===== config.mk =====
export PLATFORM = sky130hd
export DESIGN_NAME = debug_autobaud_multi
export DESIGN_NICKNAME = d
export VERILOG_FILES = /design/src/rtl/debug_autobaud_multi.sv
export SDC_FILE = /design/constraint.sdc
export NUM_CORES = 1
export LEC_CHECK = 0
export ABC_AREA = 1
export CAP_MARGIN = 40
export CORE_UTILIZATION = 34
export DETAILED_ROUTE_END_ITERATION = 10
export GPL_ROUTABILITY_DRIVEN = 0
export GPL_TIMING_DRIVEN = 0
export MAX_ROUTING_LAYER = met4
export PLACE_DENSITY_LB_ADDON = 0.08
export SYNTH_ARGS = -nofsm -noshare
export SYNTH_HDL_FRONTEND = slang
export SYNTH_SLANG_ARGS = --single-unit

===== constraint.sdc =====
create_clock -name clk -period 2.3 [get_ports clk]
set_input_delay 0.345 -clock clk [delete_from_list [all_inputs] [get_ports clk]]
set_output_delay 0.345 -clock clk [all_outputs]
set_load 0.005 [all_outputs]

===== src/rtl/debug_autobaud_multi.sv =====
// debug_autobaud_multi: locks onto the first toggling RX pin, measures pulse widths and emits a
// baud divisor once MATCH_N consecutive divisors agree, then publishes the pin once the line idles.
module debug_autobaud_multi #(
  parameter int NUM_RX  = 3,
  parameter int CNT_W   = 14,
  parameter int DIV_W   = 8,
  parameter int DIV_LSB = 5,
  parameter int MATCH_N = 3,
  parameter int TOL     = 0,
  parameter int SEL_W   = 2
) (
  input  logic              clk,
  input  logic              rst_n,
  input  logic              disabled,
  input  logic              rearm,
  input  logic [NUM_RX-1:0] rx,
  output logic              wr,
  output logic [DIV_W-1:0]  div,
  output logic [SEL_W-1:0]  rx_sel,
  output logic              locked
);
  typedef enum logic [1:0] {HUNT, WAIT_IDLE, LOCKED} state_t;
  localparam logic [CNT_W-1:0] SAT = '1;
  state_t state;
  logic [CNT_W-1:0] cnt;
  logic [DIV_W-1:0] hist [MATCH_N];
  logic [NUM_RX-1:0] last_rx, edges;
  logic [SEL_W-1:0] chan, first_ch;
  logic [DIV_W-1:0] new_div;
  logic sat, qual, match, rx_chan;
  assign sat = cnt == SAT;
  assign edges = rx ^ last_rx;
  assign new_div = cnt[DIV_LSB+DIV_W-1:DIV_LSB];
  assign rx_chan = rx[chan - 1'b1];
  assign qual = state != LOCKED && (chan == '0 ? state == HUNT && |edges : edges[chan - 1'b1]);
  always_comb begin
    first_ch = '0;
    for (int i = NUM_RX - 1; i >= 0; i--)
      if (edges[i]) first_ch = SEL_W'(i + 1);
  end
  function automatic logic near(input logic [DIV_W-1:0] a, input logic [DIV_W-1:0] b);
    logic [DIV_W:0] d;
    d = a > b ? {1'b0, a} - {1'b0, b} : {1'b0, b} - {1'b0, a};
    return a != '0 && d <= (DIV_W+1)'(TOL);
  endfunction
  always_comb begin
    match = 1'b1;
    for (int k = 0; k < MATCH_N; k++) match = match && near(hist[k], hist[0]);
  end
  always_ff @(posedge clk or negedge rst_n)
    if (!rst_n) begin
      state <= HUNT;
      cnt <= '0;
      last_rx <= '0;
      chan <= '0;
      wr <= 1'b0;
      div <= '0;
      rx_sel <= '0;
      locked <= 1'b0;
      for (int k = 0; k < MATCH_N; k++) hist[k] <= '0;
    end else begin
      wr <= 1'b0;
      // a saturated idle line keeps its last sample so a late rising edge still restarts the count
      if (!(state == WAIT_IDLE && sat)) last_rx <= rx;
      if (state != LOCKED) cnt <= qual ? '0 : cnt + CNT_W'(!sat);
      if (rearm) begin
        state <= HUNT;
        cnt <= '0;
        chan <= '0;
        locked <= 1'b0;
        for (int k = 0; k < MATCH_N; k++) hist[k] <= '0;
      end else begin
        case (state)
          HUNT:
            if (qual) begin
              if (chan == '0) chan <= first_ch;
              if (disabled) state <= WAIT_IDLE;
              else if (sat) for (int k = 0; k < MATCH_N; k++) hist[k] <= '0;
              else begin
                for (int k = MATCH_N - 1; k > 0; k--) hist[k] <= hist[k-1];
                hist[0] <= new_div;
              end
            end else if (match && !disabled) begin
              wr <= 1'b1;
              div <= hist[0];
              state <= WAIT_IDLE;
            end else if (sat) begin
              chan <= '0;
              for (int k = 0; k < MATCH_N; k++) hist[k] <= '0;
            end
          WAIT_IDLE:
            if (disabled || (sat && rx_chan)) begin
              rx_sel <= chan;
              locked <= 1'b1;
              state <= LOCKED;
            end
          default: ;
        endcase
      end
    end
endmodule


# After elaboration in Yosys (flattened, before gate mapping)
# Cells that the tools add are included.
# totals
out_inout_bits	12
inputBits	7
wordCells	106
register_bits	57
# classes
mux	39
addsub	7
n_reduce_logical	31
magnitude_cmp	6
n_eq_ne	9
bitwise_logic	3
# op_table
cell	n
$mux W24	7
$sub A8 B8 Y9	5
$mux W14	3
$mux W2	14
$le A9 B1 Y1 const B	3
$reduce_bool A8 Y1	3
$mux W9	2
$gt A8 B8 Y1	2
$reduce_and A4 Y1	4
$add A14 B1 Y14	1
$eq A14 B14 Y1 const B	1
$logic_and A1 B1 Y1	10
$mux W1	10
$reduce_bool A2 Y1	4
$ne A3 B2 Y1 const B	2
$ne A3 B3 Y1 const B	2
$reduce_bool A3 Y1	2
$bmux W1 S2	2
$logic_not A2 Y1	2
$ne A4 B3 Y1 const B	1
$ne A4 B4 Y1 const B	1
$pmux W2 S2	1
$lt A2 B3 Y1 const B	1
$reduce_and A3 Y1	1
9 further kinds	11

# Longest topological paths before layout
# logic_depth
word_depth	11
depth_mapped	20
depth_no_buf	19

# Worst setup path before layout
# OpenSTA, ideal clock, no wires.
# synth_path
path_type	flip-flop to flip-flop
startpoint	reg hist[10] (netlist name)
endpoint	reg hist[0] (netlist name)
n_path_buf	2
t_required_ps	2183
path_stages_with_launch	18
setup_slack_ps	30
arrival_ps	2153
setup_ps	117
period_less_slack_ps	2270
path_cell_list	dfrtp_1 -> inv_1 -> ha_1 -> buf_6 -> or2_1 -> nand3_1 -> nand2_1 -> nand2_1 -> nand2_1 -> nor2_1 -> nand3_1 -> nand2_1 -> nand2_2 -> o21bai_4 -> nand2_4 -> buf_2 -> nand3_1 -> nand2_1
# synth_via
elab_chain_len	9
elab_cells_between_ends	12
classes_between	add/sub: 2; order compare: 2; eq/ne: 1; mux: 1; reduce/logical: 6
# synth_rtl
item	line	source
start: declaration	26	logic [DIV_W-1:0] hist [MATCH_N];
$sub A8 B8 Y9 / $gt A8 B8 Y1 (equally long branches)	43	d = a > b ? {1'b0, a} - {1'b0, b} : {1'b0, b} - {1'b0, a};
$mux W9	43	
$le A9 B1 Y1	44	return a != '0 && d <= (DIV_W+1)'(TOL);
$logic_and A1 B1 Y1 (*)	44	
$logic_and A1 B1 Y1 (*) (2 in a row)	48	for (int k = 0; k < MATCH_N; k++) match = match && near(hist[k], hist[0]);
$logic_and A1 B1 Y1 (*)	83	end else if (match && !disabled) begin
$ne A3 B3 Y1 (no line) (*)	--	
$reduce_and A4 Y1 (no line) (*)	--	
# Every way passes the cells marked *; elsewhere a longest branch is shown, timed or not.
# A chain may end at the register's enable or synchronous reset.

# Worst setup path after layout
# layout_path
startpoint	reg hist[20] (netlist name)
endpoint	reg hist[20] (netlist name)
# layout_via
elab_chain_len	9
elab_cells_between_ends	21
classes_between	add/sub: 5; order compare: 5; eq/ne: 1; mux: 2; reduce/logical: 8
# layout_rtl
item	line
$sub A8 B8 Y9 / $gt A8 B8 Y1 (equally long branches)	43
$mux W9	43
$le A9 B1 Y1	44
$logic_and A1 B1 Y1	44
$logic_and A1 B1 Y1	48
$logic_and A1 B1 Y1 (*)	48
$logic_and A1 B1 Y1 (*)	83
$ne A3 B3 Y1 (no line) (*)	--
$reduce_and A4 Y1 (no line) (*)	--
# Marks and branches as above.

==> results.cfg <==
[critical_path]
critical_path_type = flip-flop to flip-flop
worstPathMaxFanout = 7
cells_traversed_along_the_worst_timing_path = inv_1, ha_1, a21oi_1, o21ai_0, a21oi_2, o21bai_2, inv_1, nand2_2, nand2_4, o21bai_4, nand2_4, nand2_8, buf_6, nand2_1, nand2_1
critical_path_depth = 15
worst_setup_path_start_kind = flip-flop
crit_path_max_incr_delay_ns = 0.45
timing.critical_path.to = hist[20]$_DFFE_PN0P_
crit_arrival_ns = 2.73
cp.buffers_inverters = 3
crit-reg2reg-capture = hist[20]$_DFFE_PN0P_
critPathTopFamily = compound AO/OA/AOI/OAI gates
setup.worst_path.end_class = flip-flop
worst_path_max_delay_cell = sky130_fd_sc_hd__dfrtp_2
r2r_cells = 15
timing.critical_path.required_ns = 2.55
crit_path_start = hist[20]$_DFFE_PN0P_
r2r-start = hist[20]$_DFFE_PN0P_
r2r_slack_ns = -0.17

[yosys]
synth-seq-area-share_pct = 31.6
ys_ff_latch = 57
synth-compound-area-share_pct = 7.31
netlist-cell-type-count = 36
yosys.area_share.xor_xnor_pct = 1.55
main_combinational_cell_family_by_area_after_synthesis = simple AND/OR/NAND/NOR gates
synth_simple_gate_area_share_pct = 38.3
post-synth-top-area-fraction_pct = 31.6
leading_post_synthesis_cells_by_cell_area = sky130_fd_sc_hd__dfrtp_1, sky130_fd_sc_hd__nand2_1, sky130_fd_sc_hd__ha_1, sky130_fd_sc_hd__inv_1, sky130_fd_sc_hd__nand3_1
synth_cells = 685
synthFlopType = sky130_fd_sc_hd__dfrtp_1
mappedNetlistArea_um2 = 4520
avgSynthCellArea_um2 = 6.60
yosys-mux-area-fraction_pct = 0.747
yosysWarningCount = 0
synth_top_area_cell = sky130_fd_sc_hd__dfrtp_1
synthTopCellsByCount = sky130_fd_sc_hd__nand2_1, sky130_fd_sc_hd__inv_1, sky130_fd_sc_hd__nor2_1
asyncSetResetFlopFracSynth_pct = 100
yosys.area_share.adder_pct = 9.69
top_count_cell_post_synth = sky130_fd_sc_hd__nand2_1
synth_enable_flop_cells = 0
synthesis.nets = 727

[status]
failed_checks = negative setup slack
status = complete, but fails checks

[clock_network]
clock_latency_ns = 0.32
clkSinkCount = 57
cts_root_buf = sky130_fd_sc_hd__clkbuf_16
tritoncts_clock_tree = done
ctsHtreeMaxLevel = 3
clock_buffer_count_from_cts = 9
cts_max_path_buffers = 2
holdBufCountCts = 0
cts.reportedPaths.clkPinSlew_ns = 0.05

[sta]
final.period_utilization_pct = 108
rsz_0062_raised_after_global_routing = yes
final-setup-viol-count = 34
hold-worst-slack_ns = 0.0401
post-route-worst-setup-slack_ns = -0.174
fmaxAchievable_ghz = 0.404
finalCriticalPeriod_ns = 2.47
fin_setup_tns_ns = -3.99
timing.slew.headroom_pct = 58.5
worst_pin_slew_ns = 0.623
drv_slew = 0
hold_violations = 0
setup_skew_ns = 0.00580

[pwr]
power.switching_fraction_pct = 36.3
p_int_mw = 2.34
cellLeakagePower_nw = 2.84
seqPwrFrac_pct = 30.6
power_frac_comb_pct = 36.5
netSwitchingPower_mw = 1.34
pwr-share-clk_pct = 33.0
powerDensity_nw_per_um2 = 650
worst_vdd_ir_v = 0.000500

[place]
placed_cell_area_um2 = 4930
portBuffers = 18
dp_hpwl_um = 9250

[route]
remaining_drc_errors = 0
avgRoutedWirePerCell_um = 13.4
route.detailed.vias_per_inst = 4.75
antenna_left = 0
detailedRoute.firstIterationViolations = 253
dr.pass1.iters = 4
routed-via-count = 4325
detail_route.wirelength_um = 12200

[finish]
layout.nets = 776
fillerInstances = 1359
final_cell_area_um2 = 5660
seqCellArea_um2 = 1440
n_antenna_cell = 0
synthToLayoutAreaGrowth_pct = 25.1
multi_input_comb_area_um2 = 2890
drive_gt1_share_pct = 18.3

[global_route]
grt_overflow = 0
number_of_antenna_violations_at_the_first_check_in_global_routing = 0
groute.usage.overall_pct = 19.1
grt_pass1_wl_um = 20500
grt_max_degree = 34
grt_pass1_vias = 4281

[floorplan]
coreArea_um2 = 12800
chipWidth_um = 117
die_h_um = 117
floorplan.rows = 41
design.portCount = 19
floorplan_die_area_um2 = 13800
floorplan.initialDensity_pct = 35.4

[hold_path]
hold_path.class = input port to asynchronous set/reset pin

[run]
cap_violations = 0
[stage by stage]
| stage | worst slack, ns | util (%) | std cells | power [mW] |
|---|---|---|---|---|
| 2_1_floorplan | 0.0303 | - | 685 | 2.04 |
| 3_3_place_gp | -1.01 | 38.5 | 875 | 2.33 |
| 3_5_place_dp | -0.474 | 38.6 | 876 | 2.34 |
| 4_1_cts | -0.217 | 43.5 | 907 | 3.70 |
| 5_1_grt | -0.352 | 44.3 | 911 | 3.91 |
| 6_report | -0.174 | 44.3 | 911 | 3.68 |
[power groups by stage]
stage	Sequential [mW]	Combinational, mW	Clock (mW)
finish	1.12	1.34	1.21
global route	1.13	1.48	1.29
CTS	1.12	1.33	1.25
global placement	1.14	1.19	0
floorplan	1.13	0.906	0
detailed placement	1.14	1.20	0
[layer usage]
layer	vias up	part of all wire [%]	track usage, %	wire length [um]
li1	2256	-	-	-
met1	2005	47	23.4	5740
met2	53	50	32.6	6060
met3	11	2.5	2.33	305
met4	0	1.0	6.01	125
met5	-	0	-	0
[worst min path at each step]
stage / slack [ns] / to / cells after the start
final: 0.04 / last_rx[0]$_DFFE_PN0N_ / 1
after floorplan: 0.05 / chan[0]$_DFFE_PN0P_ / 0
after detailed placement: 0.40 / last_rx[0]$_DFFE_PN0N_ / 1
after global routing: 0.09 / last_rx[0]$_DFFE_PN0N_ / 1
after global placement: 0.47 / chan[1]$_DFFE_PN0P_ / 2
after CTS: 0.06 / last_rx[0]$_DFFE_PN0N_ / 1
[logic make-up (layout without fill, tap and decap cells)]
group                    count (synthesis)  count (layout)
multiplexers                             3               3
adder cells (fa/ha/maj)                 35              35
AO/OA/AOI/OAI                           58              58
AND/OR/NAND/NOR                        405             406
XOR/XNOR                                 8               8
flip-flops                              57              57
buffers and inverters                  119             172
[worst reg2reg max path: cells and delay by family (launching register included)]
family / cells / cell delay, ns
fa+ha+maj: 1 / 0.23
flops: 1 / 0.45
buf+inv: 3 / 0.37
compound gates: 5 / 0.82
simple gates: 6 / 0.53
[what timing repair did]
item                                    CTS  global route
endpoints found under the setup margin   38            45
pin swaps                                 5            20
cloned                                    3             0
buffers inserted                         13             5
gates resized for setup                  63            27
[cell type report]
cell class              count  area share (%)
multi-input cells         510            51.0
flip-flops and latches     57            25.4
inverters                 106            7.19
repair buffers             39            6.13
clock buffers              13            4.60
well taps                 172            3.81
plain buffers              11            1.59
clock inverters             3           0.265
[placed cells by master (no fill, tap or decap), types with 3 or more instances in the layout]
| cell | instances |
|---|---|
| sky130_fd_sc_hd__nand3_2 | 4 |
| sky130_fd_sc_hd__o21bai_1 | 3 |
| sky130_fd_sc_hd__inv_1 | 93 |
| sky130_fd_sc_hd__dfrtp_2 | 8 |
| sky130_fd_sc_hd__nand2_4 | 3 |
| sky130_fd_sc_hd__nor2_1 | 64 |
| sky130_fd_sc_hd__nor3_1 | 12 |
| sky130_fd_sc_hd__o21ai_1 | 9 |
| sky130_fd_sc_hd__clkinv_2 | 3 |
| sky130_fd_sc_hd__a21oi_1 | 20 |
| sky130_fd_sc_hd__dfrtp_1 | 49 |
| sky130_fd_sc_hd__nor2_4 | 4 |
| sky130_fd_sc_hd__o21ai_0 | 11 |
| sky130_fd_sc_hd__nand2_1 | 206 |
| sky130_fd_sc_hd__buf_6 | 4 |
| sky130_fd_sc_hd__clkdlybuf4s50_1 | 17 |
| sky130_fd_sc_hd__ha_2 | 4 |
| sky130_fd_sc_hd__a21oi_2 | 7 |
| sky130_fd_sc_hd__nand2_2 | 22 |
| sky130_fd_sc_hd__ha_1 | 20 |
| sky130_fd_sc_hd__inv_2 | 10 |
| sky130_fd_sc_hd__nand4_1 | 11 |
| sky130_fd_sc_hd__clkbuf_1 | 4 |
| sky130_fd_sc_hd__xor2_1 | 6 |
| sky130_fd_sc_hd__ha_4 | 11 |
| sky130_fd_sc_hd__clkbuf_16 | 9 |
| sky130_fd_sc_hd__nand3_1 | 67 |
| sky130_fd_sc_hd__nor2_2 | 5 |
| sky130_fd_sc_hd__buf_4 | 20 |
| sky130_fd_sc_hd__mux2_2 | 3 |
[registers in the layout, summed over array words and instances, names as in the netlist]
name and count:
locked 1, cnt 14, div 8, last_rx 3, hist 24, chan 2
state 2, wr 1, rx_sel 2
No activity file was read; power rests on OpenSTA's default activity.
